`src/rtl/sweep_pkg.sv`:
```
// Shared state encoding and table-index helpers for truth_table_sweeper.
package sweep_pkg;

    typedef enum logic [1:0] {
        ST_IDLE    = 2'd0,
        ST_SETTLE  = 2'd1,
        ST_CAPTURE = 2'd2,
        ST_DONE    = 2'd3
    } state_t;

    localparam int CNT_W = 4;

    function automatic int n_vec(input int n_in);
        return 1 << n_in;
    endfunction

    // Flat position of output o for vector v in the captured table.
    function automatic int tbl_bit(input int o, input int v, input int nvec);
        return o * nvec + v;
    endfunction

endpackage

```
`src/rtl/sweep_settle_timer.sv`:
```
// Settle-cycle counter: cleared by clr, counts while en, tc flags count == SETTLE-1.
module sweep_settle_timer
    import sweep_pkg::*;
#(
    parameter int SETTLE = 1
) (
    input  logic clk,
    input  logic rst_n,
    input  logic clr,
    input  logic en,
    output logic tc
);

    logic [CNT_W-1:0] count;

    always_ff @(posedge clk or negedge rst_n) begin
        if (!rst_n) begin
            count <= '0;
        end else if (clr) begin
            count <= '0;
        end else if (en) begin
            count <= count + 1'b1;
        end
    end

    assign tc = (count == CNT_W'(SETTLE - 1));

endmodule

```
`src/rtl/truth_table_sweeper.sv`:
```
// Exhaustive input sweeper that captures a combinational block's truth table.
// Define SWEEP_CHECK_EN to add the golden-table pass/fail_idx comparison.
module truth_table_sweeper
    import sweep_pkg::*;
#(
    parameter int N_IN   = 4,
    parameter int N_OUT  = 3,
    parameter int SETTLE = 1
`ifdef SWEEP_CHECK_EN
    ,
    parameter logic [N_OUT*(1<<N_IN)-1:0] EXPECTED = '0
`endif
) (
    input  logic                         clk,
    input  logic                         rst_n,
    input  logic                         start,
    input  logic                         abort,
    output logic [N_IN-1:0]              dut_in,
    input  logic [N_OUT-1:0]             dut_out,
    output logic                         busy,
    output logic                         done,
    output logic [N_OUT*(1<<N_IN)-1:0]   table_out
`ifdef SWEEP_CHECK_EN
    ,
    output logic                         pass,
    output logic [N_IN-1:0]              fail_idx
`endif
);

    localparam int N_VEC  = n_vec(N_IN);
    localparam int TBL_W  = N_OUT * N_VEC;
    localparam int TBL_AW = $clog2(TBL_W);

    state_t           state, state_nxt;
    logic [N_IN-1:0]  idx;
    logic [TBL_W-1:0] table_nxt;
    logic             accept, capture, last, tc;

    assign last = (idx == '1);

    sweep_settle_timer #(.SETTLE(SETTLE)) u_timer (
        .clk   (clk),
        .rst_n (rst_n),
        .clr   (state != ST_SETTLE),
        .en    (state == ST_SETTLE),
        .tc    (tc)
    );

    always_comb begin
        state_nxt = state;
        table_nxt = table_out;
        accept    = 1'b0;
        capture   = 1'b0;
        case (state)
            ST_IDLE: begin
                if (start && !abort) begin
                    accept    = 1'b1;
                    state_nxt = ST_SETTLE;
                end
            end
            ST_SETTLE: begin
                if (abort)   state_nxt = ST_IDLE;
                else if (tc) state_nxt = ST_CAPTURE;
            end
            ST_CAPTURE: begin
                if (abort) begin
                    state_nxt = ST_IDLE;
                end else begin
                    capture   = 1'b1;
                    state_nxt = last ? ST_DONE : ST_SETTLE;
                end
            end
            ST_DONE:  state_nxt = ST_IDLE;
            default:  state_nxt = ST_IDLE;
        endcase
        if (accept) table_nxt = '0;
        if (capture) begin
            for (int o = 0; o < N_OUT; o++) begin
                table_nxt[TBL_AW'(tbl_bit(o, int'(idx), N_VEC))] = dut_out[o];
            end
        end
    end

    always_ff @(posedge clk or negedge rst_n) begin
        if (!rst_n) begin
            state     <= ST_IDLE;
            idx       <= '0;
            table_out <= '0;
        end else begin
            state     <= state_nxt;
            table_out <= table_nxt;
            if (accept)               idx <= '0;
            else if (capture && !last) idx <= idx + 1'b1;
        end
    end

    assign dut_in = idx;
    assign busy   = (state == ST_SETTLE) || (state == ST_CAPTURE);
    assign done   = (state == ST_DONE);

`ifdef SWEEP_CHECK_EN
    logic            pass_c;
    logic [N_IN-1:0] fidx_c;

    // Compare against the table as it will be after the final capture.
    always_comb begin
        pass_c = (table_nxt == EXPECTED);
        fidx_c = '0;
        for (int v = N_VEC - 1; v >= 0; v--) begin
            for (int o = 0; o < N_OUT; o++) begin
                if (table_nxt[TBL_AW'(tbl_bit(o, v, N_VEC))] != EXPECTED[TBL_AW'(tbl_bit(o, v, N_VEC))])
                    fidx_c = N_IN'(v);
            end
        end
    end

    always_ff @(posedge clk or negedge rst_n) begin
        if (!rst_n) begin
            pass     <= 1'b0;
            fail_idx <= '0;
        end else if (accept) begin
            pass     <= 1'b0;
            fail_idx <= '0;
        end else if (capture && last) begin
            pass     <= pass_c;
            fail_idx <= fidx_c;
        end
    end
`endif

endmodule

```
`config.mk`:
```
export PLATFORM = sky130hd
export DESIGN_NAME = truth_table_sweeper
export DESIGN_NICKNAME = d
export VERILOG_FILES = /design/src/rtl/sweep_pkg.sv /design/src/rtl/sweep_settle_timer.sv /design/src/rtl/truth_table_sweeper.sv
export SDC_FILE = /design/constraint.sdc
export NUM_CORES = 1
export LEC_CHECK = 0
export CAP_MARGIN = 20
export CORE_MARGIN = 4
export CORE_UTILIZATION = 53
export DETAILED_ROUTE_END_ITERATION = 8
export PLACE_DENSITY = 0.91
export SLEW_MARGIN = 15
export SYNTH_ARGS = -nofsm -noshare
export SYNTH_HDL_FRONTEND = slang
export SYNTH_SLANG_ARGS = --single-unit
```
`constraint.sdc`:
```
create_clock -name clk -period 4.3 [get_ports clk]
set_input_delay 1.29 -clock clk [delete_from_list [all_inputs] [get_ports clk]]
set_output_delay 1.29 -clock clk [all_outputs]
set_load 0.05 [all_outputs]
```
======== Yosys cells after proc, flatten, opt, wreduce, memory -nomap -nowiden ========
Index checks and enable logic that the tools add are counted.
word-level totals
  bits in registers ....................... 58
  input bits .............................. 7
  output and inout bits ................... 54
cells by class
  add/subtract/negate cells ............... 4
  magnitude comparators ................... 6
  equality and inequality tests ........... 7
  mux-type cells .......................... 25
  reductions and logical operators ........ 13
operators with widths
  cell                   count
  $bwmux W48             3
  $mux W48               2
  $lt A6 B8 Y1 const B   2
  $mux W4                4
  $demux W1 S6           2
  $ge A6 B1 Y1 const B   2
  $mux W2                5
  $add A4 B1 Y4 const B  2
  $pmux W2 S4            1
  $lt A4 B7 Y1 const B   1
  $mux W1                7
  $add A5 B4 Y6 const A  1
  $add A6 B4 Y6 const A  1
  $logic_and A1 B1 Y1    5
  $demux W1 S4           1
  $eq A2 B2 Y1 const B   2
  $eq A4 B4 Y1 const B   1
  $ge A4 B1 Y1 const B   1
  $logic_not A4 Y1       1
  $reduce_bool A2 Y1     2
  $ne A3 B3 Y1 const B   1
  $eq A2 B1 Y1 const B   1
  $logic_not A1 Y1       2
  $logic_not A2 Y1       1
  4 further kinds        4

======== Logic depth before layout (Yosys ltp) ========
Gate-level depths: netlist (run 1).
  depth after elaboration ................. 9
  depth in mapped cells ................... 7
  mapped depth without buffers ............ 5

======== Modules after synthesis ========
A second synthesis (run 1) with hierarchy kept.
second synthesis, totals
  cells, all modules ...................... 279
  area, all modules ....................... 2727.6 um2
modules (own cells, without submodules)
  module               times used  cells an instance  area each (um2)  seq. area each (um2)
  truth_table_sweeper  1           259                2507.4           1351.3
  sweep_settle_timer   1           20                 220.2            100.1

======== Worst setup path before layout (run 1) ========
OpenSTA, ideal clock, no wires.
  kind .................................... register -> output
  start point ............................. reg state[0]
  end point ............................... out busy
  arrival ................................. 0.979 ns
  setup slack ............................. 2.031 ns
  stages on the path, launching flop included .. 3
  path buffers ............................ 0
  path through ............................ dfrtp_1 > inv_1 > ha_1
on the way
  cells in the longest elaborated chain, start to end .. 2
  elaborated cells on any way between the ends .. 3
  classes of those cells .................. eq/ne (2); reduce/logical (1)
RTL lines
  element                                              line                       source
  start: declaration                                   truth_table_sweeper.sv:34  state_t state, state_nxt;
  start signal: assignment                             truth_table_sweeper.sv:90  state <= state_nxt;
  $eq A2 B1 Y1 / $eq A2 B2 Y1 (equally long branches)  truth_table_sweeper.sv:98  assign busy = (state == ST_SETTLE) || (state == ST_CAPTURE);
  $logic_or A1 B1 Y1 (*)                               truth_table_sweeper.sv:98
  end: declaration                                     truth_table_sweeper.sv:20  output logic busy,
Every way passes the cells marked *; elsewhere a longest branch is shown, timed or not.

======== Worst setup path in the final report (run 1) ========
  start point ............................. reg idx[3] (netlist: dut_in[3])
  end point ............................... out dut_in[3]
RTL lines
  element                   line                       source
  start: declaration        truth_table_sweeper.sv:35  logic [N_IN-1:0] idx;
  start signal: assignment  truth_table_sweeper.sv:93  else if (capture && !last) idx <= idx + 1'b1;
  end: declaration          truth_table_sweeper.sv:18  output logic [N_IN-1:0] dut_in,
No word-level cell between the ends.

==> reports/results.ini, run 1 <==
[timing]
slew_headroom = 0.591
period_minus_slack_ns = 3.18
rsz0062_at_grt = no
fin_crit_sh = 0.740
worst_clock_skew_ns = 0.00906
setup_viol = 0
fmax_mhz = 314
slew_violations = 0
tns_ns = 0
setup_ws_ns = 1.12
tightest_slew_ns = 0.612
hold_violations = 0

[die]
initial_utilization = 0.553
fp-row-count = 25
die_y_microns = 78.5
core-area_sq_um = 4750
die-area_sq_um = 6160
io_pins = 61
die_x_microns = 78.5

[synth]
netlist_area_sq_um = 2630
postSynthAreaPerCell_sq_um = 9.64
ys_warn_count = 0
yosysSeqAreaShare = 0.552
syn-num-nets = 291
synthCells = 273
ys_ff_latch = 58
synthDistinctLibCells = 25

[drt]
m1WireLength_mm = 2.56
dr_total_vias = 2206
route.top_layer_used = met4
drc = 0
first_pass_iters = 6
wl_met2_mm = 2.91
drt_iter0_markers = 297
postRouteAntennaNets = 0
via_per_inst = 5.56
wl_met3_microns = 453
wl_mm = 6.06
wl_per_cell_microns = 15.3

[clock_tree]
htree_levels = 3
cts_root_buf = clkbuf_8
clk_pin_slew_ns = 0.06
cts_tree = built
postCtsHoldBufs = 0
cts_num_sinks = 58
worst_skew_pair.late_latency_ns = 0.33
clockBufferDepth = 2
cts_setup_buffers = 0
cts-resized-gates = 0
cts_buffers = 9

[grt]
grt_max_degree = 36
antenna_found_initial = 0
overflow = 0
grt.total_usage = 0.218
grt_first_pass_wirelength_mm = 10.3
grt_pass1_vias = 2197

[setup_path]
critPathMaxStageDelay_ns = 0.90
path_depth = 1
r2r_slack_ns = 2.58
crit_family = buffers and inverters
startpoint = dut_in[3]$_DFFE_PN0P_
worstSetupPathType = flip-flop to output port
crit_fanout = 17
cp-end-kind = output port
crit_slowest_cell = clkdlybuf4s50_1
crit_chain = clkdlybuf4s50_1
reg2reg_to = table_out[1]$_DFF_PN0_
crit_end = dut_in[3]
r2r-start = state[0]$_DFFE_PN0P_
cp.required_ns = 3.01
cp_num_buf_inv = 1
cp.arrival_ns = 1.89
start_kind = flip-flop
worst-r2r-cell-count = 5

[pwr]
leakage_nw = 1.49
p_per_area_nw_per_um2 = 431
vdd_drop_max_mv = 0.390

[placed_design]
port_buffers = 59
dpl_cell_area_sq_um = 3240
dpl.hpwl_mm = 4.15
placed_cells = 382
place_congestion = 0.787
preCtsSetupSlack_ns = 1.45

[cells_and_area]
instances_no_fill = 397
fin_nets = 344
final_layout_size_suffix_gt1_frac = 0.0545
num_antenna_cells = 0
area_delta_synth_final_pct = 29.7
stdcell_area_sq_um = 3410

[hold_path]
hold_path_class = flip-flop to flip-flop

[job]
maxCapViolCount = 0

[run_status]
outcome = finished, final reports clean

[how the worst min path moves through the flow]
stage | depth (start not counted) | end | slack, ns | start
after floorplan | 1 | u_timer.count[0]$_DFF_PN0_ | 0.45 | u_timer.count[0]$_DFF_PN0_
after global placement | 1 | table_out[33]$_DFF_PN0_ | 0.47 | table_out[33]$_DFF_PN0_
after detailed placement | 1 | table_out[43]$_DFF_PN0_ | 0.47 | table_out[43]$_DFF_PN0_
after CTS | 1 | table_out[43]$_DFF_PN0_ | 0.49 | table_out[43]$_DFF_PN0_
after global routing | 1 | u_timer.count[0]$_DFF_PN0_ | 0.50 | u_timer.count[0]$_DFF_PN0_
final | 1 | table_out[36]$_DFF_PN0_ | 0.48 | table_out[36]$_DFF_PN0_
[state kept, by name, indices dropped and copies added, names as in the netlist]
name	flops
state	2
u_timer.count	4
dut_in	4
table_out	48
[placed cells by master, fill, tap and decap left out, drive strengths merged]
master	synthesis	layout
nor3	7	7
a21oi	2	2
nand3b	5	5
nand2b	5	5
xnor2	1	1
nor2	15	15
a41oi	1	1
inv	7	7
nand3	37	37
or3b	1	1
clkdlybuf4s50	0	58
o21ai	34	34
buf	10	4
xor2	1	1
and3	2	2
ha	11	11
mux2i	2	2
nor2b	4	4
clkbuf	10	13
clkinv	0	1
clkinvlp	0	1
mux2	1	1
and2	20	20
dfrtp	58	58
and3b	4	4
a32oi	1	1
nand2	34	34
[final cells by class]
type / instances / area, sq um
fill: 372 / 1340
tap: 67 / 83.8
inverter: 7 / 26.3
clock inverter: 2 / 12.5
timing repair buffer: 62 / 608
multi-input combinational: 188 / 1070
clock buffer: 13 / 159
sequential: 58 / 1450
[report_power, final]
group          switching, mW  internal, mW  total (mW)
sequential            0.0369         0.585       0.622
combinational          0.272         0.139       0.411
clock                  0.200         0.237       0.437
[metal layers]
metal,track usage,vias up
met4,0.0979,0
met5,0,-
li1,-,1020
met3,0.0677,21
met2,0.340,111
met1,0.280,1054
[cells by family (layout without fill, tap and decap cells)]
family | Yosys count | after routing | share of synthesized area
simple gates | 134 | 134 | 0.258
xor+xnor | 2 | 2 | 0.00666
fa+ha+maj | 11 | 11 | 0.0523
mux | 3 | 3 | 0.0119
buf+inv | 27 | 84 | 0.0414
compound gates | 38 | 38 | 0.0780
flops | 58 | 58 | 0.552
[synth_stat cells]
cell type | instances | area [sq um]
inv_1 | 7 | 26.3
mux2i_1 | 2 | 20.0
xor2_1 | 1 | 8.76
dfrtp_1 | 58 | 1450
nor3_1 | 7 | 35.0
a41oi_1 | 1 | 8.76
a21oi_1 | 2 | 10.0
nand2b_1 | 5 | 31.3
clkbuf_1 | 10 | 37.5
xnor2_1 | 1 | 8.76
buf_2 | 6 | 30.0
buf_1 | 4 | 15.0
ha_1 | 11 | 138
and3_1 | 2 | 12.5
nor2_1 | 15 | 56.3
and3b_1 | 4 | 35.0
nand2_1 | 34 | 128
nand3b_1 | 5 | 37.5
or3b_1 | 1 | 8.76
nand3_1 | 37 | 185
nor2b_1 | 4 | 25.0
and2_1 | 20 | 125
a32oi_2 | 1 | 16.3
o21ai_0 | 34 | 170
mux2_1 | 1 | 11.3
[through the flow]
step                utilization  hold WS [ns]  power (mW)
finish                    0.718         0.483        1.47
global route              0.718         0.502        1.55
CTS                       0.718         0.487        1.48
detailed placement        0.682         0.471        1.04
global placement          0.682         0.468        1.03
floorplan                     -         0.452       0.918
[worst register-to-register path, delay by kind of cell (launching register included)]
kind	cells	cell delay (ns)
adder cells (fa/ha/maj)	1	0.37
buffers and inverters	1	0.13
AO/OA/AOI/OAI	1	0.13
flip-flops	1	0.40
AND/OR/NAND/NOR	2	0.61
No activity file was read; power rests on OpenSTA's default activity.
==> run 2: changes to the inputs <==
CORE_UTILIZATION = 45   (was 53)
PLACE_DENSITY = 0.83   (was 0.91)
clock period = 2.9 ns   (was 4.3 ns; I/O delays follow)
==> run 2 against run 1 <==
Effect of this change:
- utilization down 10 points
- non-clock buffer count grew 3
- wire length grew 1.1%
- sequential power rose by 48%
- clock power up 46%
- combinational power grew 49%
- worst setup slack worse by 0.96 ns
- clock skew is 0.0037 ns lower
- total power rose by 48%
==> reports/results.ini, run 2 (synthesis gave the netlist of run 1 again) <==
[placed_design]
port_buffers = 59  ; unchanged
place_congestion = 0.828  ; +5.2%
dpl_cell_area_sq_um = 3270  ; +0.89%
dpl.hpwl_mm = 4.33  ; +4.4%

[timing]
rsz0062_at_grt = no
slew_headroom = 0.567  ; -0.0236
tightest_slew_ns = 0.647  ; +0.0353 ns
worst_clock_skew_ns = 0.00541  ; -0.00365 ns
period_minus_slack_ns = 2.75
hold_violations = 0  ; unchanged
fmax_mhz = 364
tns_ns = 0  ; unchanged
slew_violations = 0  ; unchanged
fin_crit_sh = 0.948
setup_viol = 0  ; unchanged

[setup_path]
cp.required_ns = 2.03  ; -0.98 ns
r2r_slack_ns = 1.21  ; -1.37 ns
crit_chain = inv_1 -> ha_1 -> clkdlybuf4s50_1
worstSetupPathType = flip-flop to output port
start_kind = flip-flop
critPathMaxStageDelay_ns = 0.79  ; -0.11 ns
crit_slowest_cell = clkdlybuf4s50_1
crit_family = buffers and inverters
cp.arrival_ns = 1.88  ; about the same
cp-end-kind = output port
cp_num_buf_inv = 2  ; +1
crit_fanout = 4  ; -13

[drt]
first_pass_iters = 4  ; -2
drt_iter0_markers = 237  ; -20%
dr_total_vias = 2124  ; -3.7%
drc = 0  ; unchanged
wl_mm = 6.13  ; +1.1%
via_per_inst = 5.24  ; -5.6%
wl_per_cell_microns = 15.1  ; -0.87%
postRouteAntennaNets = 0  ; unchanged

[clock_tree]
cts_buffers = 9  ; unchanged
htree_levels = 3  ; unchanged
clockBufferDepth = 2  ; unchanged
cts-resized-gates = 0  ; unchanged
cts_tree = built
cts_setup_buffers = 0  ; unchanged
clk_pin_slew_ns = 0.06  ; about the same
worst_skew_pair.late_latency_ns = 0.33  ; about the same
postCtsHoldBufs = 0  ; unchanged
cts_num_sinks = 58  ; unchanged
cts_root_buf = clkbuf_8

[die]
core-area_sq_um = 5570  ; +17%
fp-row-count = 27  ; +8.0%
die-area_sq_um = 7130  ; +16%
die_x_microns = 84.5  ; +7.7%
die_y_microns = 84.5  ; +7.7%
initial_utilization = 0.472  ; -0.0814
io_pins = 61  ; unchanged

[run_status]
outcome = finished, final reports clean

[cells_and_area]
final_cell_mix = dfrtp_1 (58), clkdlybuf4s50_1 (58), nand3_1 (37)
n_fill_cell = 485  ; +30%
fin_nets = 347  ; +0.87%
ff_latch_area_sq_um = 1450  ; unchanged
multiInputGateArea_sq_um = 1070  ; unchanged
num_antenna_cells = 0  ; unchanged
largest_reg_flops = 48  ; unchanged
top_register = table_out
final_layout_size_suffix_gt1_frac = 0.0661  ; +0.0115
stdcell_area_sq_um = 3440  ; +0.81%
area_delta_synth_final_pct = 30.7

[grt]
overflow = 0  ; unchanged
grt.total_usage = 0.184  ; -0.0342
grt_first_pass_wirelength_mm = 10.3  ; -0.47%
grt_max_degree = 27  ; -25%
antenna_found_initial = 0  ; unchanged
grt_pass1_vias = 2154  ; -2.0%

[pwr]
leakage_nw = 1.52  ; +1.5%
p_per_area_nw_per_um2 = 632  ; +47%
vdd_drop_max_mv = 0.516  ; +32%

[job]
maxCapViolCount = 0  ; unchanged

[hold_path]
hold_path_class = input port to asynchronous set/reset pin

## run 2: layout make-up
class / instances / share of cell area
Clock buffer: 12 / 0.0451
Clock inverter: 3 / 0.00437
Inverter: 7 / 0.00764
Multi-Input combinational cell: 188 / 0.311
Sequential cell: 58 / 0.422
Tap cell: 72 / 0.0262
Timing Repair Buffer: 65 / 0.183
## run 2: worst paths after layout
kind,start,end,depth (start not counted)
min in group clk,u_timer.count[0]$_DFF_PN0_,u_timer.count[0]$_DFF_PN0_,1
max in group asynchronous,rst_n,table_out[30]$_DFF_PN0_,2
setup reg to reg,u_timer.count[0]$_DFF_PN0_,state[1]$_DFFE_PN0P_,5
hold / removal,rst_n,table_out[42]$_DFF_PN0_,1
hold reg to reg,u_timer.count[0]$_DFF_PN0_,u_timer.count[0]$_DFF_PN0_,1
setup / recovery,state[0]$_DFFE_PN0P_,busy,3
## run 2: worst register-to-register path: stages, from the launching register on
cell and delay (ns):
dfrtp_1 0.40, inv_1 0.07, ha_1 0.12, or3b_1 0.36, a32oi_2 0.28, mux2_1 0.34
## run 2: routing by layer
metal	global-route usage	part of all wire	wire length (microns)	up-vias
met5	0	0	0	-
met4	0.0921	0.018	112	0
met3	0.0481	0.067	411	11
met2	0.291	0.48	2950	75
met1	0.235	0.43	2660	1019
li1	-	-	-	1019
## run 2: stage by stage
| step | hold WS (ns) | power (mW) | instances | util | worst slack (ns) |
|---|---|---|---|---|---|
| after floorplan | 0.452 | 1.36 | 273 | - | 1.05 |
| after global placement | 0.468 | 1.53 | 390 | 0.587 | 0.510 |
| after detailed placement | 0.472 | 1.55 | 390 | 0.587 | 0.495 |
| after CTS | 0.396 | 2.20 | 405 | 0.617 | 0.119 |
| after global routing | 0.410 | 2.30 | 405 | 0.617 | 0.0582 |
| final | 0.400 | 2.17 | 405 | 0.617 | 0.151 |
## run 2: report_power, final
part / total, mW / internal [mW] / switching, mW
combinational: 0.614 / 0.207 / 0.407
sequential: 0.921 / 0.868 / 0.0538
clock: 0.639 / 0.347 / 0.292
total: 2.17 / 1.42 / 0.752
